<file path="src/rtl/mmio_led_sequencer_pkg.sv">
// rtl/mmio_led_sequencer_pkg.sv - shared colour codes, MMIO addresses, FSM states and status layout
package mmio_led_sequencer_pkg;

    typedef enum logic [1:0] {
        COLOR_RED    = 2'b00,
        COLOR_BLUE   = 2'b01,
        COLOR_GREEN  = 2'b10,
        COLOR_YELLOW = 2'b11
    } color_e;

    localparam logic [11:0] ADDR_RAND     = 12'd5;
    localparam logic [11:0] ADDR_LED      = 12'd6;
    localparam logic [11:0] ADDR_LED_CTRL = 12'd7;

    typedef enum logic [1:0] {
        ST_IDLE = 2'd0,
        ST_ON   = 2'd1,
        ST_GAP  = 2'd2
    } state_e;

    localparam int STAT_BUSY_BIT  = 0;
    localparam int STAT_COUNT_LSB = 4;
    localparam int STAT_COUNT_W   = 4;
    localparam int STAT_OVF_BIT   = 8;

    function automatic int max_int(input int a, input int b);
        return (a > b) ? a : b;
    endfunction

endpackage

</file>
<file path="src/rtl/mmio_led_sequencer_if.sv">
// rtl/mmio_led_sequencer_if.sv - processor data-memory bus as seen by the LED sequencer
// Signals: wren/address_dmem/data driven by the processor (master),
//          q_status returned by the sequencer (slave), muxed onto q_dmem at address 7.
interface mmio_led_sequencer_if;
    logic        wren;
    logic [11:0] address_dmem;
    logic [31:0] data;
    logic [31:0] q_status;

    modport master (output wren, output address_dmem, output data, input q_status);
    modport slave  (input wren, input address_dmem, input data, output q_status);
endinterface

</file>
<file path="src/rtl/mmio_led_sequencer_sync_fifo.sv">
// rtl/mmio_led_sequencer_sync_fifo.sv - synchronous FIFO with clear, count, full and empty
// Ports: i_clk, i_rst_n (async active-low), i_clear (empties at the edge),
//        i_push/i_wdata, i_pop, o_rdata (head, combinational), o_count, o_full, o_empty.
module sync_fifo #(
    parameter int DEPTH = 8,
    parameter int WIDTH = 2
) (
    input  logic                   i_clk,
    input  logic                   i_rst_n,
    input  logic                   i_clear,
    input  logic                   i_push,
    input  logic [WIDTH-1:0]       i_wdata,
    input  logic                   i_pop,
    output logic [WIDTH-1:0]       o_rdata,
    output logic [$clog2(DEPTH):0] o_count,
    output logic                   o_full,
    output logic                   o_empty
);
    localparam int AW = $clog2(DEPTH);
    localparam logic [AW:0] FULL_COUNT = (AW+1)'(DEPTH);

    logic [WIDTH-1:0] r_mem [DEPTH];
    logic [AW-1:0]    r_wr_ptr;
    logic [AW-1:0]    r_rd_ptr;
    logic [AW:0]      r_count;
    logic             w_do_push;
    logic             w_do_pop;

    assign o_empty   = (r_count == '0);
    assign o_full    = (r_count == FULL_COUNT);
    assign w_do_pop  = i_pop && !o_empty;
    // A pop on the same edge frees a slot, so a push into a full FIFO still lands.
    assign w_do_push = i_push && (!o_full || w_do_pop);
    assign o_rdata   = r_mem[r_rd_ptr];
    assign o_count   = r_count;

    always_ff @(posedge i_clk) begin
        if (w_do_push && !i_clear) begin
            r_mem[r_wr_ptr] <= i_wdata;
        end
    end

    always_ff @(posedge i_clk or negedge i_rst_n) begin
        if (!i_rst_n) begin
            r_wr_ptr <= '0;
            r_rd_ptr <= '0;
            r_count  <= '0;
        end else if (i_clear) begin
            r_wr_ptr <= '0;
            r_rd_ptr <= '0;
            r_count  <= '0;
        end else begin
            if (w_do_push) r_wr_ptr <= r_wr_ptr + 1'b1;
            if (w_do_pop)  r_rd_ptr <= r_rd_ptr + 1'b1;
            case ({w_do_push, w_do_pop})
                2'b10:   r_count <= r_count + 1'b1;
                2'b01:   r_count <= r_count - 1'b1;
                default: ;
            endcase
        end
    end
endmodule

</file>
<file path="src/rtl/mmio_led_sequencer.sv">
// rtl/mmio_led_sequencer.sv - queued LED flash scheduler behind MMIO stores
// Ports: clock, reset (async active-low), bus (slave: wren/address_dmem/data in, q_status out),
//        red_led/blue_led/green_led/yellow_led (registered), busy (queue non-empty or playing).
module mmio_led_sequencer #(
    parameter int DEPTH      = 8,
    parameter int ON_CYCLES  = 25000000,
    parameter int GAP_CYCLES = 12500000
) (
    input  logic                 clock,
    input  logic                 reset,
    mmio_led_sequencer_if.slave  bus,
    output logic                 red_led,
    output logic                 blue_led,
    output logic                 green_led,
    output logic                 yellow_led,
    output logic                 busy
);
    import mmio_led_sequencer_pkg::*;

    localparam int CW = $clog2(DEPTH) + 1;
    localparam int TW = $clog2(max_int(ON_CYCLES, GAP_CYCLES) + 1);

    logic          w_push;
    logic          w_abort;
    logic          w_pop;
    logic [1:0]    w_fifo_rdata;
    logic [CW-1:0] w_count;
    logic          w_full;
    logic          w_empty;
    state_e        r_state;
    state_e        w_state_next;
    logic [TW-1:0] r_timer;
    logic [TW-1:0] w_timer_next;
    color_e        r_color;
    color_e        w_color_next;
    logic [3:0]    r_led;
    logic [3:0]    w_led_next;
    logic          r_overflow;
    logic [31:0]   w_count_ext;
    logic [3:0]    w_count_sat;
    logic [31:0]   w_status;
    logic          w_unused_data;

    assign w_push        = bus.wren && (bus.address_dmem == ADDR_LED);
    assign w_abort       = bus.wren && (bus.address_dmem == ADDR_LED_CTRL) && bus.data[0];
    assign w_unused_data = ^bus.data[31:3];

    sync_fifo #(.DEPTH(DEPTH), .WIDTH(2)) u_fifo (
        .i_clk   (clock),
        .i_rst_n (reset),
        .i_clear (w_abort),
        .i_push  (w_push),
        .i_wdata (bus.data[2:1]),
        .i_pop   (w_pop),
        .o_rdata (w_fifo_rdata),
        .o_count (w_count),
        .o_full  (w_full),
        .o_empty (w_empty)
    );

    always_ff @(posedge clock or negedge reset) begin
        if (!reset) begin
            r_state <= ST_IDLE;
            r_timer <= '0;
            r_color <= COLOR_RED;
            r_led   <= '0;
        end else begin
            r_state <= w_state_next;
            r_timer <= w_timer_next;
            r_color <= w_color_next;
            r_led   <= w_led_next;
        end
    end

    always_comb begin
        w_state_next = r_state;
        w_timer_next = r_timer;
        w_color_next = r_color;
        w_pop        = 1'b0;
        if (w_abort) begin
            // Abort wins over any pop that would have happened this edge.
            w_state_next = ST_IDLE;
            w_timer_next = '0;
        end else begin
            case (r_state)
                ST_IDLE: begin
                    if (!w_empty) begin
                        w_pop        = 1'b1;
                        w_color_next = color_e'(w_fifo_rdata);
                        w_timer_next = TW'(ON_CYCLES - 1);
                        w_state_next = ST_ON;
                    end
                end
                ST_ON: begin
                    if (r_timer == '0) begin
                        w_timer_next = TW'(GAP_CYCLES - 1);
                        w_state_next = ST_GAP;
                    end else begin
                        w_timer_next = r_timer - 1'b1;
                    end
                end
                ST_GAP: begin
                    if (r_timer == '0) begin
                        // Chain straight into the next flash so back-to-back colours have no idle cycle.
                        if (!w_empty) begin
                            w_pop        = 1'b1;
                            w_color_next = color_e'(w_fifo_rdata);
                            w_timer_next = TW'(ON_CYCLES - 1);
                            w_state_next = ST_ON;
                        end else begin
                            w_state_next = ST_IDLE;
                        end
                    end else begin
                        w_timer_next = r_timer - 1'b1;
                    end
                end
                default: begin
                    w_state_next = ST_IDLE;
                    w_timer_next = '0;
                end
            endcase
        end
    end

    // LED drive is computed from the next state and registered, so the pins never glitch.
    always_comb begin
        w_led_next = '0;
        if (w_state_next == ST_ON) begin
            w_led_next[w_color_next] = 1'b1;
        end
    end

    always_ff @(posedge clock or negedge reset) begin
        if (!reset) begin
            r_overflow <= 1'b0;
        end else if (w_abort) begin
            r_overflow <= 1'b0;
        end else if (w_push && w_full && !w_pop) begin
            r_overflow <= 1'b1;
        end
    end

    assign red_led    = r_led[COLOR_RED];
    assign blue_led   = r_led[COLOR_BLUE];
    assign green_led  = r_led[COLOR_GREEN];
    assign yellow_led = r_led[COLOR_YELLOW];
    assign busy       = !w_empty || (r_state != ST_IDLE);

    assign w_count_ext = 32'(w_count);
    assign w_count_sat = (w_count_ext > 32'd15) ? 4'hF : w_count_ext[3:0];

    always_comb begin
        w_status                                     = '0;
        w_status[STAT_BUSY_BIT]                      = busy;
        w_status[STAT_COUNT_LSB +: STAT_COUNT_W]     = w_count_sat;
        w_status[STAT_OVF_BIT]                       = r_overflow;
    end

    assign bus.q_status = w_status;
endmodule

</file>
<file path="src/flat_wrapper.sv">
// flat-port wrapper written by rule: the top's interface ports become plain ports
module mmio_led_sequencer_flat import mmio_led_sequencer_pkg::*;
#(
    parameter int DEPTH      = 8,
    parameter int ON_CYCLES  = 25000000,
    parameter int GAP_CYCLES = 12500000
)
  (clock, reset, red_led, blue_led, green_led, yellow_led, busy, bus_wren, bus_address_dmem, bus_data, bus_q_status);
  mmio_led_sequencer_if bus_i ();
  input  logic clock;
  input  logic reset;
  output logic red_led;
  output logic blue_led;
  output logic green_led;
  output logic yellow_led;
  output logic busy;
  input wire logic [$bits(bus_i.wren)-1:0] bus_wren;
  input wire logic [$bits(bus_i.address_dmem)-1:0] bus_address_dmem;
  input wire logic [$bits(bus_i.data)-1:0] bus_data;
  output wire logic [$bits(bus_i.q_status)-1:0] bus_q_status;
  assign bus_i.wren = bus_wren;
  assign bus_i.address_dmem = bus_address_dmem;
  assign bus_i.data = bus_data;
  assign bus_q_status = bus_i.q_status;
  mmio_led_sequencer #(.DEPTH(DEPTH), .ON_CYCLES(ON_CYCLES), .GAP_CYCLES(GAP_CYCLES)) u_core (.clock(clock), .reset(reset), .bus(bus_i), .red_led(red_led), .blue_led(blue_led), .green_led(green_led), .yellow_led(yellow_led), .busy(busy));
endmodule
</file>
<file path="config.mk">
export PLATFORM = sky130hd
export DESIGN_NAME = mmio_led_sequencer_flat
export DESIGN_NICKNAME = d
export VERILOG_FILES = /design/src/rtl/mmio_led_sequencer_pkg.sv /design/src/rtl/mmio_led_sequencer_if.sv /design/src/rtl/mmio_led_sequencer_sync_fifo.sv /design/src/rtl/mmio_led_sequencer.sv /design/src/flat_wrapper.sv
export SDC_FILE = /design/constraint.sdc
export NUM_CORES = 1
export LEC_CHECK = 0
export CAP_MARGIN = 10
export CORE_ASPECT_RATIO = 1.2
export CORE_MARGIN = 4
export CORE_UTILIZATION = 45
export DETAILED_ROUTE_END_ITERATION = 10
export DONT_BUFFER_PORTS = 1
export GPL_ROUTABILITY_DRIVEN = 0
export HOLD_SLACK_MARGIN = 0.05
export SLEW_MARGIN = 30
export SYNTH_ARGS = -nofsm -noshare
export SYNTH_HDL_FRONTEND = slang
export SYNTH_SLANG_ARGS = --single-unit
</file>
<file path="constraint.sdc">
create_clock -name clock -period 5.8 [get_ports clock]
set_input_delay 1.16 -clock clock [delete_from_list [all_inputs] [get_ports clock]]
set_output_delay 1.16 -clock clock [all_outputs]
set_load 0.01 [all_outputs]
</file>
# After elaboration in Yosys (flattened, before gate mapping)
# Memories as Yosys holds them, arrays and structs flattened.
# Cells that the tools add are included.
# totals
register_bits,44
memories,1
out_inout_bits,37
word_cells,81
ram_bits,16
in_bits,47
# mem_list
memory,depth,width,read_ports,rd_clocked_by_memory_dff,wr,line,source
u_core.u_fifo.r_mem,8,2,1,0,1,mmio_led_sequencer_sync_fifo.sv:22,logic [WIDTH-1:0] r_mem [DEPTH];
# classes
eq_ne,8
reduce_logical,23
magnitude_cmp,3
n_mux,33
add_sub_neg,5
# op_table
op,count
$mux W25,4
$pmux W25 S3,1
$logic_not A25 Y1,1
$sub A25 B1 Y25 const B,1
$eq A12 B3 Y1 const B,2
$mux W2,7
$mux W3,4
$mux W4,3
$logic_and A1 B1 Y1,9
$mux W1,9
$pmux W4 S2,1
$reduce_bool A2 Y1,4
$add A3 B1 Y3 const B,2
$eq A2 B1 Y1 const B,3
$pmux W2 S3,1
$add A4 B1 Y4 const B,1
$eq A2 B2 Y1 const B,2
$eq A4 B4 Y1 const B,1
$gt A4 B4 Y1 const B,1
$logic_not A1 Y1,4
$logic_not A4 Y1,1
$pmux W2 S2,1
$sub A4 B1 Y4 const B,1
$lt A2 B3 Y1 const B,1
6 further kinds,7

# Logic depth before layout (Yosys ltp)
# depth
ltp_word,11
mapped_depth,15
mapped_depth_nobuf,14

# Hierarchy
# From an unflattened synthesis, not the netlist that was laid out.
# unflattened
hier_cells,404
area_unflattened_um2,3847.4
# by_module_without_submodules
module,area_each_um2,n_inst,cells_per_inst,seq_area_each_um2
mmio_led_sequencer,2494.9,1,303,850.8
sync_fifo,1352.5,1,101,730.7

# Least setup slack after synthesis
# OpenSTA, ideal clock, no wires.
# synth_timing
kind,input-to-reg
startpoint,input port bus_address_dmem[4]
endpoint,"register u_core.u_fifo.r_count[3], in the netlist u_core.u_fifo.o_count[3]"
setup_ns,0.082
stages,12
arrival_time_ns,4.075
path_slack_ns,1.643
required_time_ns,5.718
n_path_buf,1
path_cell_list,or4b_2 nor4_1 nand3b_1 buf_2 nor2_1 ha_1 a21o_1 a21o_1 nor2_1 nand3b_1 a21o_1 a31oi_1
# synth_between
elab_chain_cells,10
elab_cells_between_ends,14
classes_between,eq/ne (4); mux (3); reduce/logical (7)
# synth_rtl
element,line,source
start: declaration,flat_wrapper.sv:18,input wire logic [$bits(bus_i.address_dmem)-1:0] bus_address_dmem;
$eq A12 B3 Y1,mmio_led_sequencer.sv:45,assign w_abort = bus.wren && (bus.address_dmem == ADDR_LED_CTRL) && bus.data[0];
$logic_and A1 B1 Y1 (2 in a row),mmio_led_sequencer.sv:45,
$mux W1,mmio_led_sequencer.sv:80,if (w_abort) begin
$logic_and A1 B1 Y1,mmio_led_sequencer_sync_fifo.sv:31,assign w_do_pop = i_pop && !o_empty;
$logic_or A1 B1 Y1,mmio_led_sequencer_sync_fifo.sv:33,assign w_do_push = i_push && (!o_full || w_do_pop);
$logic_and A1 B1 Y1,mmio_led_sequencer_sync_fifo.sv:33,
$eq A2 B1 Y1 / $eq A2 B2 Y1 (equally long branches),mmio_led_sequencer_sync_fifo.sv:55,"case ({w_do_push, w_do_pop})"
$pmux W4 S2,mmio_led_sequencer_sync_fifo.sv:55,
$mux W4,mmio_led_sequencer_sync_fifo.sv:48,end else if (i_clear) begin
end signal: assignment,mmio_led_sequencer_sync_fifo.sv:56,2'b10: r_count <= r_count + 1'b1;
end signal: assignment,mmio_led_sequencer_sync_fifo.sv:57,2'b01: r_count <= r_count - 1'b1;
end: declaration,mmio_led_sequencer_sync_fifo.sv:25,logic [AW:0] r_count;
# Parallel ways exist; a longest one is shown, timed or not.
# A chain may end at the register's enable or synchronous reset.

# Worst setup path in the final report
# layout_timing
startpoint,register u_core.r_timer[12]
endpoint,"register u_core.u_fifo.r_count[3], in the netlist u_core.u_fifo.o_count[3]"
# layout_between
elab_chain_cells,10
elab_cells_between_ends,12
classes_between,eq/ne (2); mux (5); reduce/logical (5)
# layout_rtl
element,line,source
start: declaration,mmio_led_sequencer.sv:32,logic [TW-1:0] r_timer;
start signal: assignment,mmio_led_sequencer.sv:69,r_timer <= w_timer_next;
$logic_not A25 Y1 *,mmio_led_sequencer.sv:103,if (r_timer == '0) begin
$mux W1 *,mmio_led_sequencer.sv:103,
$pmux W1 S2 *,mmio_led_sequencer.sv:85,case (r_state)
$mux W1 *,mmio_led_sequencer.sv:80,
$logic_and A1 B1 Y1 *,mmio_led_sequencer_sync_fifo.sv:31,
$logic_or A1 B1 Y1,mmio_led_sequencer_sync_fifo.sv:33,
$logic_and A1 B1 Y1,mmio_led_sequencer_sync_fifo.sv:33,
$eq A2 B1 Y1 / $eq A2 B2 Y1 (equally long branches),mmio_led_sequencer_sync_fifo.sv:55,
$pmux W4 S2,mmio_led_sequencer_sync_fifo.sv:55,
$mux W4,mmio_led_sequencer_sync_fifo.sv:48,
# Mark *: on every way between the ends. The rest lies on a longest branch, timed or not.

==> metrics.md <==
| Metric | Value |
|---|---|
| Status | `finished clean` |
| Layout Utilization | `0.4867` |
| Via Count | `2884` |
| Largest net degree at the start of global routing | `45` |
| Unrepaired setup endpoints after global routing | `no` |
| Worst-Margin Slew | `0.9969 ns` |
| Area delta synth->final | `4.085%` |
| Crit path launch | `u_core.r_timer[12]` |
| Detailed Routing Iterations Pass 1 | `5` |
| CP arrival | `4.30 ns` |
| Final Power | `971.8 uW` |
| DR iter-0 viols | `between 200 and 250` |
| Critical path type | `register to register` |
| Worst reg2reg path startpoint | `u_core.r_timer[12]` |
| Post-CTS resize count | `0` |
| Most used DFF post-synth | `dfrtp_1` |
| Share of cells above drive strength 1 | `0.08929` |
| Global-route wire length before repair | `14.16 mm` |
| Startpoint Class | `register` |
| H-tree depth | `3` |
| DR vias/cell | `around 6.0` |
| Leak Pwr | `0.001557 uW` |
| FF+latch count, synth | `60` |
| Post-synthesis cell count | `392` |
| CP Capture Type | `register` |
| Final Hold Vio Count | `0` |
| Clock skew | `0.01148 ns` |
| DIE WIDTH | `90.16 um` |
| Crit Path Max Fanout | `11` |
| Multi-input logic area | `1861 um2` |
| Library cells used by synthesis | `between 50 and 60` |
| Total Routed Length | `8.615 mm` |
| CTS buffer count | `9` |
| Clk Latency, worst-skew pair | `around 0.35 ns` |
| Reg area | `1582 um2` |
| Setup Buffers After CTS | `0` |
| Total GRT Usage | `0.1849` |
| Hold_buf cts | `0` |
| Seq/Total Area, Yosys | `0.4339` |
| Num Clock Sinks | `60` |
| FFs w/ async S/R, synth | `0.7333` |
| Worst hold path type | `input port to async pin` |
| Ys Warns | `0` |
| Setup TNS | `0 ns` |
| Final period util | `0.6948` |
| CTS tree | `done` |
| Vias in the first global route | `2817` |
| ANT nets after route | `0` |
| FMAX | `248.2 MHz` |
| CTS clk-pin slew, worst paths | `0.08 ns` |
| Cell area after layout | `between 3000 and 4000 um2` |
| IO Pins | `84` |
| Initial antenna violation count | `0` |
| Filler cell count | `between 700 and 800` |
| Max Cap Violations | `0` |
| Cell area after synthesis | `3645 um2` |
| Port buffer count | `0` |
| Max IR drop VDD | `209.7 uV` |
| # diodes | `0` |
| Setup violators final | `0` |
| Clock Tree Root | `clkbuf_8` |
| Slew Viols, Final | `0` |
| Avg Synthesized Cell Area | `9.298 um2` |
| DRC | `0` |
| Max clock buf depth | `2` |
| EDFF count, synth | `16` |
| Final min period | `just over 4 ns` |
| Final hold slack | `0.5015 ns` |
| Final net count | `441` |
| Total core area | `7795 um2` |
| Congestion Overflow GR | `0` |
| Placed Area | `3617 um2` |
| WL per Instance | `approximately 18 um` |
| Worst path required time | `6.07 ns` |
| PD cells | `256.2 nW/um2` |
| Slew Limit Headroom | `0.3297` |
| DP HPWL | `between 6 and 7 mm` |
| Die area | `9609 um2` |
| Starting Density | `0.4676` |
| Cell Rows | `35` |
| Chip height | `106.6 um` |
-- per-layer routing --
| layer | GRT usage | up-vias | share of wire |
|---|---|---|---|
| li1 | - | 1383 | - |
| met2 | 0.3284 | 99 | 0.53 |
| met1 | 0.2149 | 1385 | 0.38 |
| met5 | 0 | - | 0 |
| met3 | 0.04000 | 17 | 0.069 |
| met4 | 0.08096 | 0 | 0.023 |
-- worst max-delay path, cell delays in order (launching register included) --
cell and delay (ns):
dfrtp_1 0.44, or4_4 0.59, or4_1 0.62, o41ai_4 0.38, nand3b_1 0.37, nor2_1 0.35
ha_1 0.29, a21o_1 0.17, a21o_1 0.19, nor2_1 0.12, nand3b_1 0.09, a21o_1 0.18
a31oi_1 0.15
-- cells in the mapped netlist, types with 3 or more instances --
cell type,instances,area share
a211oi_1,3,0.0062
a21o_1,4,0.0082
a21oi_1,30,0.041
a31oi_1,8,0.014
and2_1,5,0.0086
buf_2,4,0.0055
buf_4,28,0.058
clkbuf_1,12,0.012
dfrtp_1,44,0.30
edfxtp_1,16,0.13
ha_1,6,0.021
inv_1,8,0.0082
mux2_2,4,0.012
mux2i_1,4,0.011
mux4_2,4,0.025
nand2_1,30,0.031
nand2b_1,9,0.015
nand3_1,16,0.022
nand3b_1,9,0.019
nand4_1,3,0.0051
nor2_1,44,0.045
nor3_1,14,0.019
nor4_1,10,0.017
o211ai_1,5,0.010
o21ai_0,16,0.022
o31ai_1,6,0.012
or3_1,4,0.0069
or4_1,7,0.014
xor2_1,5,0.012
-- final cells by class --
cell class,count,area share
Clock buffer,9,0.03265
Clock inverter,7,0.01385
Inverter,8,0.007916
Multi-Input combinational cell,304,0.4904
Sequential cell,60,0.4169
Tap cell,92,0.03034
Timing Repair Buffer,4,0.007916
-- power breakdown --
part,internal (uW),total [uW],switching (uW)
Combinational,48.3,121,72.9
Sequential,466,511,45.2
Clock,157,340,183
Total,671,972,301
-- worst paths after layout --
path,endpoint,slack [ns],cells after the start
max,u_core.u_fifo.o_count[3],1.77,12
min,u_core.r_color[0],0.50,0
max reg2reg,u_core.u_fifo.o_count[3],1.77,12
min reg2reg,u_core.r_timer[8],0.56,1
max in group asynchronous,u_core.r_timer[8],5.20,0
min in group clock,u_core.r_timer[8],0.56,1
-- state kept, by name (all words and copies together) (netlist names) --
name and cells:
u_core.u_fifo.r_mem 16, u_core.r_color 2, u_core.u_fifo.r_wr_ptr 3, u_core.u_fifo.r_rd_ptr 3, u_core.r_timer 25, u_core.r_led 4
u_core.r_overflow 1, u_core.r_state 2, u_core.u_fifo.o_count 4
-- layout by cell type, fill, tap and decap left out, types with 3 or more instances in the layout --
master     n
nor2_1    44
dfrtp_1   44
nand2_1   30
a21oi_1   30
conb_1    26
nand3_1   16
o21ai_0   16
edfxtp_1  16
nor3_1    14
nor4_1     9
nand2b_1   9
nand3b_1   9
clkbuf_8   9
inv_1      8
or4_1      7
a31oi_1    7
o31ai_1    6
ha_1       6
and2_1     5
o211ai_1   5
xor2_1     5
mux4_2     4
mux2_2     4
or3_1      4
a21o_1     4
mux2i_1    4
buf_4      4
nand4_1    3
a211oi_1   3
clkinv_4   3
-- through the flow --
stage / std cells / setup WS, ns
CTS: 484 / 1.746
global route: 484 / 1.502
detailed placement: 468 / 1.501
floorplan: 417 / 1.643
global placement: 468 / 1.588
finish: 484 / 1.770
-- logic make-up (layout without fill, tap and decap cells) --
group                    Yosys count  after routing  synth area share
AND/OR/NAND/NOR                  162            162            0.2293
AO/OA/AOI/OAI                     91             91            0.1624
flip-flops                        60             60            0.4339
buffers and inverters             53             28           0.08479
multiplexers                      12             12           0.04806
adder cells (fa/ha/maj)            7              7           0.02609
XOR/XNOR                           6              6           0.01442
other                              1             26          0.001029
Note: power is estimated with default switching activity, not from simulation.
